### src/rtl/ser_tx_shifter_pkg.sv
// rtl/ser_tx_shifter_pkg.sv - shared state encodings and idle level for the serial transmit path
package ser_tx_shifter_pkg;

    typedef enum logic [1:0] {
        IDLE   = 2'd0,
        SHIFT  = 2'd1,
        PARITY = 2'd2
    } state_t;

    // Level driven on ser_out whenever no frame bit is on the line
    localparam logic SER_IDLE_LEVEL = 1'b0;

    function automatic logic frame_active(input state_t s);
        return s != IDLE;
    endfunction

endpackage

### src/rtl/ser_tx_bit_timer.sv
// rtl/ser_tx_bit_timer.sv - bit-period divider producing a registered terminal-count tick
module ser_tx_bit_timer #(
    parameter int CLK_DIV = 1,
    parameter int DIV_W   = 8
) (
    input  logic clk,
    input  logic rst_n,
    input  logic run,
    input  logic clear,
    output logic tick,
    output logic tick_next
);

    logic [DIV_W-1:0] div_cnt;
    logic [DIV_W-1:0] div_next;

    // Divider restarts at a new word, at each bit boundary and whenever the frame stops
    always_comb begin
        div_next  = (!run || clear || tick) ? '0 : div_cnt + 1'b1;
        tick_next = run && (div_next == DIV_W'(CLK_DIV - 1));
    end

    // Tick is held in a flop so it lines up with the registered outputs of the shifter
    always_ff @(posedge clk or negedge rst_n) begin
        if (!rst_n) begin
            div_cnt <= '0;
            tick    <= 1'b0;
        end else begin
            div_cnt <= div_next;
            tick    <= tick_next;
        end
    end

endmodule

### src/rtl/ser_tx_shifter.sv
// rtl/ser_tx_shifter.sv - parallel-to-serial shifter; optional parity bit under SER_TX_SHIFTER_PARITY_EN
module ser_tx_shifter
    import ser_tx_shifter_pkg::*;
#(
    parameter int DATA_WIDTH = 8,
    parameter int MSB_FIRST  = 1,
    parameter int CLK_DIV    = 1,
    parameter int CNT_W      = 4,
    parameter int DIV_W      = 8
) (
    input  logic                  clk,
    input  logic                  rst_n,
    input  logic [DATA_WIDTH-1:0] in_data,
    input  logic                  in_valid,
    output logic                  in_ready,
    output logic                  ser_out,
    output logic                  ser_frame,
    output logic                  ser_last,
    output logic                  busy
);

    localparam logic [CNT_W-1:0] LAST_IDX = CNT_W'(DATA_WIDTH - 1);

    state_t                state;
    state_t                state_n;
    logic [DATA_WIDTH-1:0] sr;
    logic [DATA_WIDTH-1:0] sr_n;
    logic [CNT_W-1:0]      bit_cnt;
    logic [CNT_W-1:0]      bit_n;
    logic                  start;
    logic                  tick;
    logic                  tick_next;
    logic                  last_n;
    logic                  out_bit_n;
`ifdef SER_TX_SHIFTER_PARITY_EN
    logic                  par;
    logic                  par_n;
`endif

    ser_tx_bit_timer #(
        .CLK_DIV (CLK_DIV),
        .DIV_W   (DIV_W)
    ) u_bit_timer (
        .clk       (clk),
        .rst_n     (rst_n),
        .run       (frame_active(state_n)),
        .clear     (start),
        .tick      (tick),
        .tick_next (tick_next)
    );

    // Next-state view of the frame; outputs are registered from it so they change only on the edge
    always_comb begin
        start   = in_valid && in_ready;
        state_n = state;
        sr_n    = sr;
        bit_n   = bit_cnt;
`ifdef SER_TX_SHIFTER_PARITY_EN
        par_n   = par;
`endif
        if (start) begin
            state_n = SHIFT;
            sr_n    = in_data;
            bit_n   = '0;
`ifdef SER_TX_SHIFTER_PARITY_EN
            par_n   = ^in_data;
`endif
        end else if (tick) begin
            case (state)
                SHIFT: begin
                    if (bit_cnt == LAST_IDX) begin
                        bit_n = '0;
`ifdef SER_TX_SHIFTER_PARITY_EN
                        state_n = PARITY;
`else
                        state_n = IDLE;
`endif
                    end else begin
                        bit_n = bit_cnt + 1'b1;
                        sr_n  = (MSB_FIRST != 0) ? {sr[DATA_WIDTH-2:0], 1'b0}
                                                 : {1'b0, sr[DATA_WIDTH-1:1]};
                    end
                end
                default: state_n = IDLE;
            endcase
        end

        out_bit_n = SER_IDLE_LEVEL;
        if (state_n == SHIFT) begin
            out_bit_n = (MSB_FIRST != 0) ? sr_n[DATA_WIDTH-1] : sr_n[0];
        end
`ifdef SER_TX_SHIFTER_PARITY_EN
        if (state_n == PARITY) begin
            out_bit_n = par_n;
        end
        last_n = (state_n == PARITY);
`else
        last_n = (state_n == SHIFT) && (bit_n == LAST_IDX);
`endif
    end

    // Frame state and registered outputs; in_ready opens early on the final clock of the last bit
    always_ff @(posedge clk or negedge rst_n) begin
        if (!rst_n) begin
            state     <= IDLE;
            sr        <= '0;
            bit_cnt   <= '0;
            in_ready  <= 1'b1;
            ser_out   <= SER_IDLE_LEVEL;
            ser_frame <= 1'b0;
            ser_last  <= 1'b0;
            busy      <= 1'b0;
`ifdef SER_TX_SHIFTER_PARITY_EN
            par       <= 1'b0;
`endif
        end else begin
            state     <= state_n;
            sr        <= sr_n;
            bit_cnt   <= bit_n;
            in_ready  <= (state_n == IDLE) || (last_n && tick_next);
            ser_out   <= out_bit_n;
            ser_frame <= frame_active(state_n);
            ser_last  <= last_n;
            busy      <= frame_active(state_n);
`ifdef SER_TX_SHIFTER_PARITY_EN
            par       <= par_n;
`endif
        end
    end

endmodule

### config.mk
export PLATFORM = sky130hd
export DESIGN_NAME = ser_tx_shifter
export DESIGN_NICKNAME = d
export VERILOG_FILES = /design/src/rtl/ser_tx_shifter_pkg.sv /design/src/rtl/ser_tx_bit_timer.sv /design/src/rtl/ser_tx_shifter.sv
export SDC_FILE = /design/constraint.sdc
export NUM_CORES = 1
export LEC_CHECK = 0
export CAP_MARGIN = 40
export CORE_MARGIN = 3
export CORE_UTILIZATION = 39
export DETAILED_ROUTE_END_ITERATION = 8
export PLACE_DENSITY = 0.6
export SYNTH_ARGS = -nofsm -noshare
export SYNTH_HDL_FRONTEND = slang
export SYNTH_HIERARCHICAL = 1
export SYNTH_SLANG_ARGS = --single-unit
### constraint.sdc
create_clock -name clk -period 4 [get_ports clk]
set_clock_uncertainty 0.2 [all_clocks]
set_input_delay 0.6 -clock clk [delete_from_list [all_inputs] [get_ports clk]]
set_output_delay 0.6 -clock clk [all_outputs]
set_load 0.01 [all_outputs]
# Word level (Yosys, flattened, before mapping)

Index checks and enable logic that the tools add are counted.

Input bits: 11
Output and inout port bits: 5
Flip-flop bits (word level): 27

Mux-type cells: 14
Add/subtract/negate cells: 2
Equal/unequal tests: 5
Reductions and logical operators: 14

Operator list:

| cell                | count |
|---|---|
| $mux 8              | 5 |
| $mux 4              | 4 |
| $add 8x1->8 const B | 1 |
| $eq 4x3->1 const B  | 2 |
| $logic_not 8->1     | 1 |
| $mux 2              | 4 |
| $reduce_bool 2->1   | 3 |
| $add 4x1->4 const B | 1 |
| $eq 2x1->1 const B  | 2 |
| $logic_and 1x1->1   | 4 |
| $logic_or 1x1->1    | 3 |
| $reduce_and 3->1    | 1 |
| $logic_not 2->1     | 1 |
| $ne 2x1->1 const B  | 1 |
| $logic_not 1->1     | 1 |
| $mux 1              | 1 |

# Depth between registers and ports, before layout

Gate-level depths: netlist of run 1.

Depth in word-level cells: 14
Depth in mapped cells: 11
Gate-level depth less buffers: 10

# Modules after synthesis

Netlist of run 1, hierarchy kept.

Modules (own cells, without submodules):

| module           | sequential area each (um2) | area an instance (um2) | times used | cells each |
|---|---|---|---|---|
| ser_tx_shifter   | 451.7                      | 860.8                  | 1          | 84 |
| ser_tx_bit_timer | 225.2                      | 489.2                  | 1          | 51 |

# Least setup slack after synthesis of run 1

No wires, ideal clock.

Kind: input to register
From: input in_valid
To: register in_ready
Arrival time: 2.101 ns
Stages: 11
Buffers on the path: 2
Path slack: 1.607 ns
Path through: nand2_1 > inv_2 > clkbuf_1 > a21o_1 > inv_1 > or3_1 > clkbuf_1 > nand2_1 > o41ai_2 > nand2_1 > o31ai_2

Longest elaborated chain between the ends: 11
Elaborated cells on any way between the ends: 16
Classes of those cells: 2 x eq/ne; 3 x mux; 11 x reduce/logical

RTL lines:

| what                           | RTL line                 | source |
|---|---|---|
| start, declared                | ser_tx_shifter.sv:14     | `input logic in_valid,` |
| $logic_and 1x1->1 (*)          | ser_tx_shifter.sv:54     | `start = in_valid && in_ready;` |
| $mux 2                         | ser_tx_shifter.sv:61     | `if (start) begin` |
| $reduce_bool 2->1              | ser_tx_shifter_pkg.sv:14 | `return s != IDLE;` |
| $logic_not 1->1                | ser_tx_bit_timer.sv:19   | `div_next = (!run \|\| clear \|\| tick) ? '0 : div_cnt + 1'b1;` |
| $logic_or 1x1->1 (2 in series) | ser_tx_bit_timer.sv:19   |  |
| $mux 8                         | ser_tx_bit_timer.sv:19   |  |
| $logic_not 8->1                | ser_tx_bit_timer.sv:20   | `tick_next = run && (div_next == DIV_W'(CLK_DIV - 1));` |
| $logic_and 1x1->1 (*)          | ser_tx_bit_timer.sv:20   |  |
| named net tick_next            | ser_tx_shifter.sv:32     | `logic tick_next;` |
| $logic_and 1x1->1 (*)          | ser_tx_shifter.sv:120    | `in_ready <= (state_n == IDLE) \|\| (last_n && tick_next);` |
| $logic_or 1x1->1 (*)           | ser_tx_shifter.sv:120    |  |
| end signal, assigned           | ser_tx_shifter.sv:120    |  |
| end, declared                  | ser_tx_shifter.sv:15     | `output logic in_ready,` |

Mark *: on every way through the listed nets, which the timed path passes. The rest lies on a longest branch.
A chain may end at the register's enable or synchronous reset.

# Worst setup path in the final report of run 1

Same ends and word-level chain as after synthesis.

==> flow_metrics.tcl, run 1 <==
set metrics [dict create \
    final_cell_mix "dfrtp_1, clkdlybuf4s50_1, nand2_1" \
    worstPathCellList "clkdlybuf4s50_1 -> nand2_1 -> inv_2 -> a21o_1 -> inv_1 -> or3_1 -> nand2_1 -> o41ai_2 -> nand2_1 -> o31ai_2" \
    clockBufferDepth 2 \
    vias_per_cell 5.08 \
    slew_headroom_pct 63.6 \
    track_usage_pct 12.9 \
    fp.dieW_um 64.8 \
    cts.sinks 27 \
    drt-initial-drc-count 52 \
    coreArea_mm2 0.00318 \
    holdBufCountCts 0 \
    drive_gt1_share_pct 10.7 \
    ys_seq_elements 27 \
    wl_per_cell_um 12.4 \
    critical_path_required_ns 4.05 \
    yosysTopAreaCellShare_pct 48.2 \
    wl_met3_um 67 \
    cts_resized 0 \
    die_h_um 64.8 \
    place_congestion 0.808 \
    startpoint_type "primary input" \
    cpPeakStageDelay_ns 0.53 \
    drtAntennaViolNets 0 \
    fin_area_mm2 0.00156 \
    io_pins 16 \
    hold_viol 0 \
    fp-row-count 20 \
    dieArea_mm2 0.00420 \
    synth-simple-area-share_pct 19.7 \
    cts_tree "yes" \
    htree_levels 1 \
    finalSetupTns_ns 0 \
    end_kind "flop" \
    cp_common_cell "nand2_1" \
    synth_nets 148 \
    post_cts_buffers 0 \
    worst_slew_pin_slew_ns 0.532 \
    post-route-drc-count 0 \
    routed-via-count 981 \
    nets 163 \
    synth_xor_area_share_pct 3.24 \
    synth.avg_cell_area_um2 10.0 \
    antenna_found_initial 0 \
    grt_max_degree 28 \
    cp.depth 10 \
    cp_max_fo 22 \
    synth_top_family_by_area "simple AND/OR/NAND/NOR gates" \
    path_buf_inv 3 \
    power_density_mw_per_mm2 603 \
    path_clk_slew_ns 0.14 \
    ff2ff_setup_slack_ns 1.39 \
    clock_latency_ns 0.32 \
    setup_viol 0 \
    hold_path_class "flop to flop" \
    n_antenna_cell 0 \
    synthAdderAreaFrac_pct 1.85 \
    synthMuxAreaShare_pct 5.19 \
    finalCritPeriodShare_pct 65.7 \
    slew_violations 0 \
    crit_arrival_ns 2.68 \
    synth-compound-area-share_pct 15.1 \
    grt_pass1_wl_um 4330 \
    routed.top_layer "met4" \
    finalWirelength_um 2390 \
    cts_inserted_buffers 3 \
    leakage_nw 0.665 \
    wl_met2_um 1060 \
    cp_top_family "simple AND/OR/NAND/NOR gates" \
    crit_path_top_delay_cell "or3_1" \
    synth_area_leaders "dfrtp_1, mux2i_1, nand2_1" \
    fin_crit_ns 2.63 \
    first_global_vias 960 \
    synth_top_cell_by_area "dfrtp_1" \
    dr.pass1.iters 4 \
    status "finished clean" \
    ys.warnings.count 6 \
    synth_area_mm2 0.00135 \
    syn_inst 135 \
    max_cap_viol_count 0 \
    holdPathStages 2 \
    hpwlAfterDp_um 1760 \
    worst-r2r-cell-count 10 \
    grt-ovfl-total 0 \
    rsz0062_at_grt "false" \
    portBuffers 15 \
    path_class "primary input to flop" \
    yosysUniqueCellTypes 42 \
    yosysSeqAreaShare_pct 50.1 \
    fill_cells 316 \
    ir_drop_mv 0.277 \
    fmax_mhz 380 \
    initial_core_util_pct 42.5 \
    placed_cell_area_mm2 0.00153 \
    area_growth_pct 15.2 \
    met1_length_um 1240 \
    layout_commonest_cell "dfrtp_1" \
    cts-root-buf "clkbuf_4" \
]
[sequential cells by signal, summed over array words and instances (netlist names)]
register,cells
sr,8
u_bit_timer/div_cnt,8
busy,1
u_bit_timer/tick,1
ser_last,1
ser_out,1
in_ready,1
bit_cnt,4
state,2
[kinds of logic after synthesis]
logic type | count (synthesis)
compound gates | 30
xor+xnor | 5
fa+ha+maj | 2
buf+inv | 13
flops | 27
mux | 7
simple gates | 51
[path summary, 6_finish.rpt]
| path | endpoint | from |
|---|---|---|
| min in group asynchronous | u_bit_timer/div_cnt[5] | rst_n |
| max in group asynchronous | in_ready | rst_n |
| hold / removal | sr[0] | sr[0] |
| hold reg to reg | sr[0] | sr[0] |
| setup / recovery | in_ready | in_valid |
| setup reg to reg | in_ready | bit_cnt[0] |
[where the power goes]
group | internal, mW | total [mW] | switching (mW)
clock | 0.0382 | 0.119 | 0.0805
combinational | 0.181 | 0.389 | 0.208
sequential | 0.360 | 0.430 | 0.0708
total | 0.579 | 0.938 | 0.359
[final cells by class]
type	instances	area, um2	share of cell area [%]
Clock buffer	3	22.5	1.45
Clock inverter	1	7.51	0.483
Inverter	7	26.3	1.69
Multi-Input combinational cell	95	609	39.2
Sequential cell	27	677	43.5
Tap cell	44	55.1	3.54
Timing Repair Buffer	16	158	10.1
[Yosys cell counts]
cell	instances
or3_1	5
a221oi_1	1
o211ai_1	1
nand4b_1	2
ha_1	2
a211oi_1	1
xnor2_1	1
o32a_2	1
nand2_1	14
nor3_1	3
nand3b_2	1
a21boi_1	1
o21a_2	1
o32a_1	1
a21oi_1	8
buf_6	1
nor2b_1	1
nor3b_1	1
or2_2	1
a21o_1	2
inv_1	5
nand3_2	1
nand2_2	1
or2_1	1
and3b_1	1
nor4_2	1
nand3_1	4
o21ai_0	3
o21ai_1	7
nor2_1	13
inv_2	1
a2111oi_0	1
nand4_1	1
clkbuf_1	3
mux2i_1	7
xor2_1	4
buf_4	2
dfrtp_1	26
dfstp_2	1
o31ai_2	1
clkinv_1	1
o41ai_2	1
[layer usage]
metal	global-route usage, %	vias up
met5	0	-
met4	4.75	0
met3	2.25	2
met2	19.4	10
met1	18.6	467
li1	-	502
[per-stage QoR]
step	util [%]	hold slack, ns	instances	power, mW	worst slack, ns
floorplan	-	0.104	135	0.731	1.61
CTS	48.9	0.332	193	0.949	1.39
detailed placement	48.0	0.298	189	0.830	1.02
finish	48.9	0.323	193	0.938	1.37
global route	48.9	0.384	193	1.02	1.18
global placement	48.0	0.303	189	0.820	1.10
[tightest hold or removal path, cell delays in order, from the launching register on]
cell and delay [ns]:
dfrtp_1 0.37, nand3_1 0.07, nand2_1 0.06
(Power assumes the default switching activity.)
==> run 2: changes to the inputs <==
--- a/config.mk
+++ b/config.mk
@@ -9,7 +9,7 @@
 export CORE_MARGIN = 3
 export CORE_UTILIZATION = 39
 export DETAILED_ROUTE_END_ITERATION = 8
-export PLACE_DENSITY = 0.6
+export PLACE_DENSITY = 0.62
 export SYNTH_ARGS = -nofsm -noshare
 export SYNTH_HDL_FRONTEND = slang
 export SYNTH_HIERARCHICAL = 1
==> constraint.sdc (replaced) <==
create_clock -name clk -period 2.2 [get_ports clk]
set_clock_uncertainty 0.2 [all_clocks]
set_input_delay 0.33 -clock clk [delete_from_list [all_inputs] [get_ports clk]]
set_output_delay 0.33 -clock clk [all_outputs]
set_load 0.01 [all_outputs]
==> flow_metrics.tcl, run 2 (synthesis results as in run 1) <==
set metrics [dict create \
    cpPeakStageDelay_ns 0.43 \
    critical_path_required_ns 2.26 \
    max_cap_viol_count 0 \
    cts_inserted_buffers 3 \
    routed-via-count 1040 \
    hpwlAfterDp_um 1870 \
    portBuffers 15 \
    first_global_vias 1025 \
    final_cell_mix "dfrtp_1, clkdlybuf4s50_1, nand2_1, nor2_1, buf_4" \
    cts-root-buf "clkbuf_4" \
    setup_viol 0 \
    power_density_mw_per_mm2 1120 \
    n_antenna_cell 0 \
    p_total_mw 1.87 \
    place_congestion 0.853 \
    path_buf_inv 1 \
    antenna_found_initial 0 \
    worstPathCellList "ha_2 -> and3b_1 -> o21ai_2 -> a21o_1 -> inv_1 -> or3_4 -> nand2_2 -> o41ai_4 -> nand2_1 -> o31ai_2" \
    cp_max_fo 4 \
    grt-ovfl-total 0 \
    finalSetupTns_ns 0 \
    drive_gt1_share_pct 20.1 \
    drt-initial-drc-count 63 \
    clock_latency_ns 0.32 \
    track_usage_pct 13.8 \
    fmax_mhz 477 \
    nets 173 \
    coreArea_mm2 0.00318 \
    startpoint_type "flop" \
    end_kind "flop" \
    initial_core_util_pct 42.5 \
    hold_viol 0 \
    fp.dieW_um 64.8 \
    cts_tree "yes" \
    fin_crit_ns 2.10 \
    worst_slew_pin_slew_ns 0.457 \
    die_h_um 64.8 \
    cp_top_family "simple AND/OR/NAND/NOR gates" \
    fp-row-count 20 \
    finalWirelength_um 2730 \
    slew_headroom_pct 69.5 \
    vias_per_cell 5.12 \
    ir_drop_mv 0.526 \
    path_clk_slew_ns 0.14 \
    placed_cell_area_mm2 0.00158 \
    finalCritPeriodShare_pct 95.2 \
    status "finished clean" \
    grt_pass1_wl_um 4550 \
    dieArea_mm2 0.00420 \
    wl_per_cell_um 13.4 \
    grtUsageMet1_pct 17.8 \
    dr.pass1.iters 2 \
    holdBufCountCts 0 \
    hold_path_class "primary input to asynchronous set/reset pin" \
    drtAntennaViolNets 0 \
    clockBufferDepth 2 \
    post-route-drc-count 0 \
    crit_arrival_ns 2.15 \
    cts.sinks 27 \
    path_class "flop to flop" \
    layout_commonest_cell "dfrtp_1" \
    top_usage_layer "met2" \
    fin_area_mm2 0.00167 \
    crit_path_top_delay_cell "dfrtp_1" \
    grtUsageMet3_pct 2.60 \
    area_growth_pct 23.6 \
    grt_max_degree 28 \
    leakage_nw 0.710 \
    slew_violations 0 \
    grt_use_met2_pct 23.0 \
    top_regs "sr: 8 flops, u_bit_timer/div_cnt: 8 flops, bit_cnt: 4 flops" \
    htree_levels 1 \
    io_pins 16 \
]
[run 2: cell types whose count changed in the layout (fill, tap and decap cells not counted), sizes merged]
cell | before | now
clkbuf | 3 | 4
buf | 1 | 11
clkinvlp | 1 | 0
[run 2: path summary, 6_finish.rpt]
check	start	end	slack, ns	cells after the start
max reg2reg	bit_cnt[1]	in_ready	0.10	10
min reg2reg	sr[0]	sr[0]	0.33	2
min	rst_n	u_bit_timer/div_cnt[0]	0.17	2
max	bit_cnt[1]	in_ready	0.10	10
min in group clk	in_data[0]	sr[0]	0.32	3
max in group asynchronous	rst_n	in_ready	1.33	2
[run 2: routing by layer]
layer / up-vias / wire length, um
li1: 521 / -
met1: 505 / 1300
met2: 10 / 1330
met3: 4 / 69
met4: 0 / 33
met5: - / 0
[run 2: power by group]
group | internal (mW) | switching, mW
clock network | 0.0709 | 0.142
logic | 0.446 | 0.437
registers | 0.655 | 0.124
[run 2: final cells by class]
type / instances / area [um2]
flip-flops and latches: 27 / 678
clock buffers: 4 / 26.3
inverters: 7 / 26.3
fillers: 305 / 1510
repair buffers: 26 / 233
well taps: 44 / 55.1
multi-input cells: 95 / 651
[run 2: stage by stage]
| step | util (%) | hold WS (ns) | instances | setup slack, ns |
|---|---|---|---|---|
| detailed placement | 49.7 | 0.304 | 196 | 0.0842 |
| global route | 52.5 | 0.205 | 203 | -0.00661 |
| finish | 52.5 | 0.167 | 203 | 0.105 |
| CTS | 50.6 | 0.167 | 200 | 0.0429 |
| floorplan | - | -0.166 | 135 | 0.0182 |
| global placement | 49.7 | 0.286 | 196 | 0.137 |
[run 2: repair_timing]
action                                  CTS  global route
resized for setup                         0             8
setup buffers                             0             3
endpoints found under the hold margin     0             0
endpoints found under the setup margin    0            10
